===== src/rtl/smart_order_sweep_router.sv =====
// Smart order router: snapshots venue top-of-book per parent order and sweeps it
// into child orders, best touch price first, until filled or no eligible venue remains.
module smart_order_sweep_router #(
    parameter int NUM_VENUES   = 4,
    parameter int SYM_W        = 64,
    parameter int PRICE_W      = 32,
    parameter int QTY_W        = 32,
    parameter int CNT_W        = 32,
    parameter int MAX_CHILDREN = 4
) (
    input  logic                          clk,
    input  logic                          rstn,
    input  logic                          in_valid,
    output logic                          in_ready,
    input  logic [SYM_W-1:0]              in_symbol,
    input  logic [QTY_W-1:0]              in_qty,
    input  logic [PRICE_W-1:0]            in_price,
    input  logic [7:0]                    in_side,
    input  logic [NUM_VENUES*PRICE_W-1:0] venue_bid,
    input  logic [NUM_VENUES*PRICE_W-1:0] venue_ask,
    input  logic [NUM_VENUES*QTY_W-1:0]   venue_liq,
    input  logic [NUM_VENUES-1:0]         venue_enable,
    output logic                          out_valid,
    input  logic                          out_ready,
    output logic [$clog2(NUM_VENUES)-1:0] out_venue,
    output logic [SYM_W-1:0]              out_symbol,
    output logic [QTY_W-1:0]              out_qty,
    output logic [PRICE_W-1:0]            out_price,
    output logic [7:0]                    out_side,
    output logic                          out_last,
    output logic                          done_valid,
    output logic [QTY_W-1:0]              done_filled_qty,
    output logic [QTY_W-1:0]              done_residual_qty,
    output logic [NUM_VENUES*CNT_W-1:0]   venue_order_count,
    output logic [CNT_W-1:0]              unrouted_count
);

    localparam int VW  = $clog2(NUM_VENUES);
    localparam int NCW = $clog2(MAX_CHILDREN + 1);
    localparam logic [NUM_VENUES-1:0] ONE_V = NUM_VENUES'(1);

    typedef enum logic [1:0] {
        ST_IDLE   = 2'd0,
        ST_SELECT = 2'd1,
        ST_EMIT   = 2'd2,
        ST_FINISH = 2'd3
    } state_t;

    state_t               state_r, state_nx_s;
    logic [SYM_W-1:0]     symbol_r;
    logic [7:0]           side_r;
    logic [QTY_W-1:0]     qty_r, rem_r, filled_r;
    logic [PRICE_W-1:0]   limit_r;
    logic [PRICE_W-1:0]   bid_r [NUM_VENUES];
    logic [PRICE_W-1:0]   ask_r [NUM_VENUES];
    logic [QTY_W-1:0]     liq_r [NUM_VENUES];
    logic [NUM_VENUES-1:0] en_r, used_r;
    logic [NCW-1:0]       nchild_r;
    logic [CNT_W-1:0]     cnt_r [NUM_VENUES];
    logic [CNT_W-1:0]     unrouted_r;

    logic                 in_ready_r, out_valid_r, out_last_r, done_valid_r;
    logic [VW-1:0]        out_venue_r;
    logic [QTY_W-1:0]     out_qty_r, done_filled_r, done_resid_r;
    logic [PRICE_W-1:0]   out_price_r;

    logic                 is_buy_s, found_s, others_s, last_s, accept_s;
    logic [PRICE_W-1:0]   touch_px_s [NUM_VENUES];
    logic [NUM_VENUES-1:0] elig_s;
    logic [VW-1:0]        best_s;
    logic [PRICE_W-1:0]   best_px_s;
    logic [QTY_W-1:0]     best_liq_s, child_qty_s;

    assign is_buy_s  = (side_r == 8'd1);
    assign accept_s  = (state_r == ST_EMIT) && out_ready;

    // Eligibility against the snapshot and best-venue search (price, then liquidity, then index).
    always_comb begin
        elig_s     = '0;
        found_s    = 1'b0;
        best_s     = '0;
        best_px_s  = '0;
        best_liq_s = '0;
        for (int i = 0; i < NUM_VENUES; i++) begin
            touch_px_s[i] = is_buy_s ? ask_r[i] : bid_r[i];
            if (en_r[i] && !used_r[i] && (liq_r[i] != '0) &&
                (is_buy_s ? (ask_r[i] <= limit_r) : (bid_r[i] >= limit_r))) begin
                elig_s[i] = 1'b1;
            end else begin
                elig_s[i] = 1'b0;
            end
        end
        for (int i = 0; i < NUM_VENUES; i++) begin
            if (elig_s[i] && (!found_s ||
                (is_buy_s ? (touch_px_s[i] < best_px_s) : (touch_px_s[i] > best_px_s)) ||
                ((touch_px_s[i] == best_px_s) && (liq_r[i] > best_liq_s)))) begin
                found_s    = 1'b1;
                best_s     = VW'(i);
                best_px_s  = touch_px_s[i];
                best_liq_s = liq_r[i];
            end else begin
                found_s    = found_s;
            end
        end
    end

    assign child_qty_s = (rem_r < best_liq_s) ? rem_r : best_liq_s;
    assign others_s    = |(elig_s & ~(ONE_V << best_s));
    assign last_s      = (child_qty_s == rem_r) ||
                         ((nchild_r + NCW'(1)) == NCW'(MAX_CHILDREN)) || !others_s;

    // Next-state decode.
    always_comb begin
        state_nx_s = state_r;
        case (state_r)
            ST_IDLE: begin
                if (in_valid && in_ready_r) state_nx_s = ST_SELECT;
                else                        state_nx_s = ST_IDLE;
            end
            ST_SELECT: begin
                if ((qty_r == '0) || !found_s) state_nx_s = ST_FINISH;
                else                           state_nx_s = ST_EMIT;
            end
            ST_EMIT: begin
                if (out_ready) state_nx_s = out_last_r ? ST_FINISH : ST_SELECT;
                else           state_nx_s = ST_EMIT;
            end
            ST_FINISH: state_nx_s = ST_IDLE;
            default:   state_nx_s = ST_IDLE;
        endcase
    end

    // State register.
    always_ff @(posedge clk or negedge rstn) begin
        if (!rstn) state_r <= ST_IDLE;
        else       state_r <= state_nx_s;
    end

    // Parent snapshot, sweep bookkeeping, registered outputs and statistics.
    always_ff @(posedge clk or negedge rstn) begin
        if (!rstn) begin
            symbol_r      <= '0;
            side_r        <= 8'd0;
            qty_r         <= '0;
            rem_r         <= '0;
            filled_r      <= '0;
            limit_r       <= '0;
            en_r          <= '0;
            used_r        <= '0;
            nchild_r      <= '0;
            unrouted_r    <= '0;
            in_ready_r    <= 1'b0;
            out_valid_r   <= 1'b0;
            out_last_r    <= 1'b0;
            out_venue_r   <= '0;
            out_qty_r     <= '0;
            out_price_r   <= '0;
            done_valid_r  <= 1'b0;
            done_filled_r <= '0;
            done_resid_r  <= '0;
            for (int i = 0; i < NUM_VENUES; i++) begin
                bid_r[i] <= '0;
                ask_r[i] <= '0;
                liq_r[i] <= '0;
                cnt_r[i] <= '0;
            end
        end else begin
            in_ready_r   <= (state_nx_s == ST_IDLE);
            out_valid_r  <= (state_nx_s == ST_EMIT);
            done_valid_r <= (state_nx_s == ST_FINISH);
            case (state_r)
                ST_IDLE: begin
                    if (in_valid && in_ready_r) begin
                        symbol_r <= in_symbol;
                        side_r   <= in_side;
                        qty_r    <= in_qty;
                        limit_r  <= in_price;
                        rem_r    <= in_qty;
                        filled_r <= '0;
                        nchild_r <= '0;
                        used_r   <= '0;
                        en_r     <= venue_enable;
                        for (int i = 0; i < NUM_VENUES; i++) begin
                            bid_r[i] <= venue_bid[i*PRICE_W +: PRICE_W];
                            ask_r[i] <= venue_ask[i*PRICE_W +: PRICE_W];
                            liq_r[i] <= venue_liq[i*QTY_W +: QTY_W];
                        end
                    end
                end
                ST_SELECT: begin
                    if (state_nx_s == ST_EMIT) begin
                        used_r[best_s] <= 1'b1;
                        out_venue_r    <= best_s;
                        out_qty_r      <= child_qty_s;
                        out_price_r    <= best_px_s;
                        out_last_r     <= last_s;
                    end else begin
                        done_filled_r  <= filled_r;
                        done_resid_r   <= rem_r;
                    end
                end
                ST_EMIT: begin
                    if (accept_s) begin
                        rem_r              <= rem_r - out_qty_r;
                        filled_r           <= filled_r + out_qty_r;
                        nchild_r           <= nchild_r + NCW'(1);
                        cnt_r[out_venue_r] <= cnt_r[out_venue_r] + CNT_W'(1);
                        done_filled_r      <= filled_r + out_qty_r;
                        done_resid_r       <= rem_r - out_qty_r;
                    end
                end
                ST_FINISH: begin
                    if (rem_r != '0) unrouted_r <= unrouted_r + CNT_W'(1);
                end
                default: begin
                    used_r <= used_r;
                end
            endcase
        end
    end

    for (genvar g = 0; g < NUM_VENUES; g++) begin : g_cnt
        assign venue_order_count[g*CNT_W +: CNT_W] = cnt_r[g];
    end

    assign in_ready          = in_ready_r;
    assign out_valid         = out_valid_r;
    assign out_venue         = out_venue_r;
    assign out_symbol        = symbol_r;
    assign out_qty           = out_qty_r;
    assign out_price         = out_price_r;
    assign out_side          = side_r;
    assign out_last          = out_last_r;
    assign done_valid        = done_valid_r;
    assign done_filled_qty   = done_filled_r;
    assign done_residual_qty = done_resid_r;
    assign unrouted_count    = unrouted_r;

endmodule

===== config.mk =====
export PLATFORM = sky130hd
export DESIGN_NAME = smart_order_sweep_router
export DESIGN_NICKNAME = d
export VERILOG_FILES = /design/src/rtl/smart_order_sweep_router.sv
export SDC_FILE = /design/constraint.sdc
export NUM_CORES = 2
export LEC_CHECK = 0
export BUFFER_PORTS_ARGS = -buffer_cell sky130_fd_sc_hd__buf_2
export CORE_UTILIZATION = 43
export DETAILED_ROUTE_END_ITERATION = 12
export GPL_TIMING_DRIVEN = 1
export MAX_ROUTING_LAYER = met4
export SETUP_SLACK_MARGIN = 0.05
export SLEW_MARGIN = 20
export SYNTH_ARGS = -nofsm -noshare
export SYNTH_HDL_FRONTEND = slang
export SYNTH_SLANG_ARGS = --single-unit

===== constraint.sdc =====
create_clock -name clk -period 18.4 [get_ports clk]
set_clock_uncertainty 0.1 [all_clocks]
set_input_delay 0 -clock clk [delete_from_list [all_inputs] [get_ports clk]]
set_output_delay 0 -clock clk [all_outputs]
set_load 0.02 [all_outputs]

==> impl_metrics.json <==
{
  "dpl-instance-area_um2": 60400,
  "first_pass_iteration_count_of_the_detailed_router": 8,
  "grt_antenna_before_repair": 41,
  "ant_nets": 0,
  "finalNetCount": 9387,
  "route.detailed.drc": 0,
  "dp_hpwl_um": 168000,
  "syn-mean-instance-area_um2": 8.35,
  "design.core.area_um2": 126000,
  "dp_worst_setup_slack_ns": 1.88,
  "drt-total-wl_um": 240000,
  "cp.required_ns": 18.95,
  "timing.fmax_ghz": 0.0596,
  "finalSetupTns_ns": 0,
  "fin_area_um2": 74500,
  "register_bit_count_reported_by_yosys": 891,
  "die_area_um2": 128000,
  "route.detailed.vias_per_inst": 5.66,
  "grt_max_degree": 161,
  "slowest_stage": "sky130_fd_sc_hd__o21a_2",
  "overflow": 0,
  "drt_iter0_markers": 5377,
  "postCtsSetupRepairBufs": 0,
  "critical_path_arrival_ns": 17.34,
  "drv.max_cap_violation_count": 0,
  "critPathLaunchType": "flop",
  "die-height_um": 358,
  "synth-async-reset-ratio_pct": 100,
  "floorplan_row_count": 130,
  "syn_inst": 6539,
  "sequential_cell_area_um2": 22300,
  "proportion_of_layout_cells_with_a_drive_suffix_above_1_pct": 15.0,
  "finalWorstPathRequiredPeriod_ns": 16.78,
  "worst_ir_drop_vdd_uv": 90.1,
  "clock_tree.root_cell": "sky130_fd_sc_hd__clkbuf_16",
  "synth_seq_area_share_pct": 40.9,
  "tritoncts": "done",
  "clk_pin_slew_ns": 0.06,
  "number_of_flops_mapped_to_enable_cells_by_yosys": 0,
  "setup_viols_final": 0,
  "outcome": "complete, no violations",
  "final.setup.worst_slack_ns": 1.62,
  "ioPinCount": 894,
  "min_period_over_period_pct": 91.2,
  "synth-main-ff-cell": "sky130_fd_sc_hd__dfrtp_1",
  "layout_common_cells": "sky130_fd_sc_hd__nand2_1 (2318), sky130_fd_sc_hd__dlygate4sd3_1 (1041), sky130_fd_sc_hd__buf_2 (892)",
  "postSynthNetCount": 7614,
  "multi_input_area_um2": 30500,
  "cp_slowest_stage_delay_ns": 0.72,
  "worstHoldPathType": "in2reg",
  "cts_resized": 0,
  "initial_core_util_pct": 43.4,
  "synth.cell_area_um2": 54600,
  "final_common_cell": "sky130_fd_sc_hd__nand2_1",
  "crit_path_max_fanout": 83,
  "clock-sinks": 891,
  "wl_per_cell_um": 23.7,
  "final-hold-violation-count": 0,
  "netlist-cell-type-count": 90,
  "rsz0062_at_grt": "false",
  "globalplace.congestion": 0.993,
  "die_width_um": 358,
  "port_buffer_count": 893,
  "timing.critical_path.mode_cell": "sky130_fd_sc_hd__ha_1",
  "total_leakage_power_nw": 37.0,
  "post-route-util_pct": 59.2,
  "slew_worst_pin_ns": 1.11,
  "nFillCells": 10700,
  "power_density_nw_per_um2": 187,
  "clock_latency_on_the_worst_skew_pair_ns": 0.74,
  "htreeDepth": 3,
  "maxSlewHeadroom_pct": 26.3,
  "clock_path_buffers": 3,
  "vias": 57100,
  "cts_made_buffers": 101,
  "slew_violations": 0,
  "crit_path_end_kind": "flop",
  "wire_length_of_the_first_global_routing_pass_um": 354000,
  "critical_path_class": "reg2reg",
  "grt_util_all_layers_pct": 37.8,
  "first_global_vias": 55600,
  "synthesis.yosys.warnings": 0,
  "layout-area-overhead-vs-synth_pct": 36.4
}
[sequential cells by signal, summed over array words and instances (netlist names)]
register / count
out_last: 1
out_venue: 2
done_residual_qty: 32
bid_r: 128
state_r: 2
done_valid: 1
out_qty: 32
ask_r: 128
venue_order_count: 128
in_ready: 1
limit_r: 32
out_valid: 1
out_price: 32
used_r: 4
unrouted_count: 32
nchild_r: 3
en_r: 4
qty_r: 32
done_filled_qty: 32
out_symbol: 64
rem_r: 32
filled_r: 32
out_side: 8
liq_r: 128
[worst max-delay path: cells and delay by family (launching register included)]
family	cells	cell delay (ns)
AOI/OAI and AO/OA	30	8.24
and+or+nand+nor	17	3.50
buffers and inverters	6	2.23
adders and majority gates	5	1.51
muxes	2	0.58
DFF	1	0.36
[cells by family after synthesis]
| family | synth area share [%] |
|---|---|
| DFF | 40.9 |
| buffers and inverters | 3.45 |
| adders and majority gates | 12.6 |
| xor gates and xnor gates | 2.13 |
| muxes | 3.11 |
| and+or+nand+nor | 23.3 |
| AOI/OAI and AO/OA | 14.5 |
[metal layers]
metal	GRT usage (%)	part of all wire (%)
met1	50.0	43
met2	55.8	44
met3	7.80	8.1
met4	16.8	5.1
met5	-	0
[where the power goes]
group	internal (mW)	leakage, nW	total, mW	switching, mW
registers	2.80	11.3	3.96	1.15
clock network	1.22	1.71	2.13	0.905
logic	2.92	24.0	7.87	4.95
total	6.95	37.0	14.0	7.01
[cell usage after synthesis (22+ instances only)]
cell | instances | share of area, %
sky130_fd_sc_hd__nor2_1 | 313 | 2.2
sky130_fd_sc_hd__a21oi_1 | 384 | 3.5
sky130_fd_sc_hd__o21a_1 | 59 | 0.81
sky130_fd_sc_hd__a22oi_1 | 32 | 0.44
sky130_fd_sc_hd__nand2_1 | 2321 | 16
sky130_fd_sc_hd__o31ai_1 | 22 | 0.30
sky130_fd_sc_hd__a211oi_1 | 64 | 0.88
sky130_fd_sc_hd__xnor2_1 | 84 | 1.3
sky130_fd_sc_hd__a31oi_1 | 52 | 0.60
sky130_fd_sc_hd__o21ai_0 | 311 | 2.9
sky130_fd_sc_hd__and2_1 | 27 | 0.31
sky130_fd_sc_hd__nand4_1 | 85 | 0.97
sky130_fd_sc_hd__dfrtp_1 | 891 | 41
sky130_fd_sc_hd__nor4_1 | 67 | 0.77
sky130_fd_sc_hd__buf_1 | 30 | 0.21
sky130_fd_sc_hd__nand2b_1 | 24 | 0.28
sky130_fd_sc_hd__nor3_1 | 53 | 0.49
sky130_fd_sc_hd__nor2b_1 | 36 | 0.41
sky130_fd_sc_hd__a21o_1 | 101 | 1.4
sky130_fd_sc_hd__mux2i_1 | 40 | 0.73
sky130_fd_sc_hd__ha_1 | 545 | 12
sky130_fd_sc_hd__mux4_2 | 31 | 1.3
sky130_fd_sc_hd__xor2_1 | 49 | 0.79
sky130_fd_sc_hd__nand3_1 | 87 | 0.80
sky130_fd_sc_hd__mux2_2 | 50 | 1.0
sky130_fd_sc_hd__clkbuf_1 | 258 | 1.8
sky130_fd_sc_hd__inv_1 | 164 | 1.1
sky130_fd_sc_hd__and3_1 | 28 | 0.32
sky130_fd_sc_hd__buf_2 | 25 | 0.23
sky130_fd_sc_hd__o211ai_1 | 50 | 0.69
[final cells by class]
class                      count  area share, %
multi-input combinational   5165           41.0
sequential                   891           30.0
timing repair buffer        1989           20.7
clock buffer                 143           3.97
tap                         1650           2.77
inverter                     164          0.827
clock inverter                40          0.687
antenna                       49          0.165
[worst paths after layout]
| check | startpoint | end | slack, ns | depth (start not counted) |
|---|---|---|---|---|
| setup reg to reg | limit_r[25]$_DFFE_PN0P_ | out_qty[23]$_DFFE_PN0P_ | 1.62 | 60 |
| setup / recovery | limit_r[25]$_DFFE_PN0P_ | out_qty[23]$_DFFE_PN0P_ | 1.62 | 60 |
| max in group asynchronous | rstn | out_symbol[14]$_DFFE_PN0P_ | 14.92 | 7 |
| hold reg to reg | unrouted_count[31]$_DFFE_PN0P_ | unrouted_count[31]$_DFFE_PN0P_ | 0.36 | 1 |
| min in group asynchronous | rstn | venue_order_count[120]$_DFFE_PN0P_ | 0.36 | 4 |
| hold / removal | venue_liq[81] | liq_r[49]$_DFFE_PN0P_ | 0.04 | 4 |
[per-stage QoR]
| stage | hold WS [ns] | power, mW | std cells |
|---|---|---|---|
| final | 0.0370 | 14.0 | 10100 |
| after global routing | 0.0368 | 14.9 | 10100 |
| after CTS | 0.000932 | 13.7 | 10000 |
| after detailed placement | -0.0265 | 11.4 | 8817 |
| after global placement | -0.0307 | 11.3 | 8817 |
| after floorplan | -0.396 | 8.69 | 6539 |
[repair_timing]
item                                    CTS  global route
setup endpoints to repair                 0             0
endpoints found under the hold margin   708             0
hold buffers                           1042             0
(Power assumes the default switching activity.)
